[src/rtl/ft2232h_sync_fifo_model_sync_fifo.sv]
// First-word-fall-through synchronous FIFO; a pop frees room for a same-cycle push when full.
module ft2232h_sync_fifo_model_sync_fifo #(
  parameter int unsigned DATA  = 8,
  parameter int unsigned DEPTH = 16,
  parameter int unsigned ADDR  = $clog2(DEPTH)
) (
  input  logic            clk,
  input  logic            rst,
  input  logic            wr,
  input  logic            rd,
  input  logic [DATA-1:0] din,
  output logic [DATA-1:0] dout,
  output logic            full,
  output logic            empty,
  output logic [ADDR:0]   count,
  output logic [ADDR:0]   count_nxt
);

  localparam logic [ADDR:0] CntFull = (ADDR+1)'(DEPTH);
  localparam logic [ADDR:0] CntOne  = (ADDR+1)'(1);

  logic [DATA-1:0] mem_q [DEPTH];
  logic [ADDR-1:0] wr_ptr_q, rd_ptr_q;
  logic [ADDR:0]   count_q;
  logic            wr_ok, rd_ok;

  assign full  = (count_q == CntFull);
  assign empty = (count_q == '0);
  assign rd_ok = rd && !empty;
  assign wr_ok = wr && (!full || rd_ok);
  assign dout  = mem_q[rd_ptr_q];
  assign count = count_q;

  always_comb begin
    count_nxt = count_q;
    if (wr_ok && !rd_ok) begin
      count_nxt = count_q + CntOne;
    end else if (!wr_ok && rd_ok) begin
      count_nxt = count_q - CntOne;
    end
  end

  always_ff @(posedge clk) begin
    if (rst) begin
      wr_ptr_q <= '0;
      rd_ptr_q <= '0;
      count_q  <= '0;
    end else begin
      if (wr_ok) wr_ptr_q <= wr_ptr_q + ADDR'(1);
      if (rd_ok) rd_ptr_q <= rd_ptr_q + ADDR'(1);
      count_q <= count_nxt;
    end
  end

  always_ff @(posedge clk) begin
    if (wr_ok) mem_q[wr_ptr_q] <= din;
  end

endmodule

[config.mk]
export PLATFORM = sky130hd
export DESIGN_NAME = ft2232h_sync_fifo_model_sync_fifo
export DESIGN_NICKNAME = d
export VERILOG_FILES = /design/src/rtl/ft2232h_sync_fifo_model_sync_fifo.sv
export SDC_FILE = /design/constraint.sdc
export NUM_CORES = 1
export LEC_CHECK = 0
export BUFFER_PORTS_ARGS = -buffer_cell sky130_fd_sc_hd__buf_2
export CAP_MARGIN = 20
export CORE_MARGIN = 2
export CORE_UTILIZATION = 60
export CTS_CLUSTER_SIZE = 28
export DETAILED_ROUTE_END_ITERATION = 12
export GPL_TIMING_DRIVEN = 1
export PLACE_DENSITY = 0.9
export SYNTH_ARGS = -nofsm -noshare
export SYNTH_HDL_FRONTEND = slang
export SYNTH_SLANG_ARGS = --single-unit
[constraint.sdc]
create_clock -name clk -period 3.25 [get_ports clk]
set_input_delay 0.4875 -clock clk [delete_from_list [all_inputs] [get_ports clk]]
set_output_delay 0.4875 -clock clk [all_outputs]
set_load 0.02 [all_outputs]
==> metrics <==
status=completed; worst path cell trace=inv_1 -> ha_1 -> or4b_1 -> and3_4 -> a41o_1 -> xor2_1 -> buf_2; die width=102.3 microns; Async SR Flop Fraction=0%; FF-to-FF setup slack=730 ps; slowest stage delay, CP=580 ps; H-tree depth=4; Cell variety after synth=41; post-CTS setup buffers=0; TritonCTS clock tree=built; Fin Clk Skew=10.50 ps; hold_ws=330.7 ps; P per Cell Area=704.6 mW/mm^2; Routed WL per cell=23.62 microns; P_leak=2.298 nW; die area=0.01047 sq mm; clock latency on the worst-skew pair=520 ps; Final HPWL DP=7.013 mm; Slew @ Worst Pin=915.6 ps; GP Congestion=0.8016; first-pass GRT wire length=17.73 mm; ranking of synthesized cells by area=edfxtp_1, mux4_2, dfxtp_1; most instantiated cells after synthesis=edfxtp_1, mux4_2, dfxtp_1, nor2_1, a22oi_1; Placeable Area=0.009328 sq mm; grt ovf=0; All-Layer GR Usage=24.54%; maximum VDD drop=0.0004898 V; fillers=556; Worst Reg-to-Reg Cells=6; Mapped Avg Cell Area=18.07 sq um; routed via count=3146; antenna viol nets, final=0; Post-synth EDFFs=128; Worst Hold Path Cells=2; fin nets=380; clock buffer count from CTS=17; Seq/Total Area, Yosys=72.15%; Clock Sinks=145; Synth area leader=edfxtp_1; synth warn=0; Final Cycle Share=95.42%; Synthesized Nets=340; Final Util=71.95%; CP endpoint kind=primary output; CP Data Required Time=2760 ps; Max FO, Critical Path=6; CTS clk-pin slew, worst paths=60 ps; I/O pin cnt=32; crit path DAT=2610 ps; slowest CP cell=or4b_1; initial antenna violation count=0; die extent in y=102.3 microns; Iter 0 DRT Violations=288; Max clock buf depth=2; CP Buf/Inv Count=2; Routed WL=11.88 mm; Placement Rows=35; Final Hold Fails=0; share of layout cells above drive strength 1=28.88%; Vias/cell=6.254; antenna diode count=0; Layout area overhead=15.73%; final setup vio count=0; CP startpoint kind=flip-flop; largest net degree at the start of global routing=33; Initial DRT Pass Iterations=5; WP depth=7; vias in the first global route=3235; Synth Cell Area=0.005799 sq mm; Starting Density=62.17%; MaxCap Viol Count=0; Max Clock Freq=322.4 MHz; worst relative slew slack=38.73%; fin crit period=3101 ps; root buf cell=clkbuf_8; Top FF cell, synth=edfxtp_1; final slew viol count=0; IO Port Bufs=31; unrepaired setup endpoints after global routing=false; post-synth top area share=66.28%; Hold WC Path Type=in -> reg; Crit Path Category=reg -> out; Syn Inst Count=321; setup TNS=0 ps; number of synthesized register bits=145; number of remaining DRC errors=0; CP top delay family=simple AND/OR/NAND/NOR gates; top-count cell post-synth=edfxtp_1
-- final timing paths --
path,startpoint,end
worst min-delay path,rst,rd_ptr_q[0]
worst min register to register,rd_ptr_q[1],rd_ptr_q[1]
worst max register to register,count[0],mem_q[11][7]
worst max-delay path,count[1],count_nxt[3]
-- area by class of cell --
| type | instances | area [sq um] | share of cell area (%) |
|---|---|---|---|
| multi-input cells | 145 | 1491 | 22.22 |
| clock buffers | 24 | 546.8 | 8.147 |
| flip-flops and latches | 145 | 4188 | 62.40 |
| repair buffers | 39 | 215.2 | 3.207 |
| inverters | 13 | 48.80 | 0.7271 |
| clock inverters | 8 | 60.06 | 0.8949 |
| well taps | 129 | 161.4 | 2.405 |
-- power by group --
part	internal, mW	total [mW]	leakage (nW)	switching, mW
combinational	0.309	0.671	0.701	0.362
sequential	2.07	2.13	1.30	0.0581
clock	1.17	1.93	0.302	0.753
total	3.56	4.73	2.30	1.17
-- flip-flops by register name, summed over array words and instances, names as in the netlist, named ones only --
name and cells:
wr_ptr_q 4, rd_ptr_q 4, mem_q 128, count 5
-- placed cells by master (no fill, tap or decap), types with 2 or more instances in the layout --
cell type,n
nand2_1,13
nor3_1,2
a21oi_1,4
clkbuf_1,2
buf_4,8
inv_1,13
nor4_1,5
nor2b_1,4
ha_1,7
nor2_1,17
buf_2,31
mux2i_1,2
edfxtp_1,128
clkinv_4,4
o21a_1,2
dfxtp_1,16
nand3_1,3
xnor2_1,2
xor2_1,6
a22oi_1,16
nor3b_1,2
clkbuf_16,21
mux4_2,32
and2_1,9
clkinv_2,2
-- worst reg2reg max path, delay by kind of cell (launching register included) --
kind,cells,cell delay [ps]
flops,1,410
buf+inv,1,90
compound gates,1,160
fa+ha+maj,1,230
simple gates,3,1270
-- cell families (layout without fill, tap and decap cells) --
group                    count (synthesis)  count (layout)  synth area share [%]
adder cells (fa/ha/maj)                  7               7                 1.510
AND/OR/NAND/NOR                         63              63                 5.739
buffers and inverters                   31              84                 2.222
AO/OA/AOI/OAI                           31              31                 3.948
multiplexers                            36              36                 13.23
XOR/XNOR                                 8               8                 1.208
flip-flops                             145             145                 72.15
-- layer usage --
layer | GRT usage (%) | share of wire [%] | up-vias
li1 | - | - | 1351
met1 | 29.54 | 38 | 1577
met2 | 42.66 | 53 | 189
met3 | 6.361 | 7.1 | 29
met4 | 9.744 | 2.2 | 0
met5 | 0 | 0 | -
-- timing repair --
item,4_1_cts,5_1_grt
setup endpoints to repair,0,3
hold buffers,0,0
resized for setup,0,2
-- per-stage QoR --
stage          instances  setup slack, ps  cell area [sq um]  power, mW
2_1_floorplan        321            482.4               5799      2.655
3_3_place_gp         471            753.9               6097      2.806
3_5_place_dp         471            659.2               6097      2.830
4_1_cts              503            103.0               6704      4.740
5_1_grt              503            15.61               6711      4.867
6_report             503            148.7               6711      4.729
(Power assumes the default switching activity.)
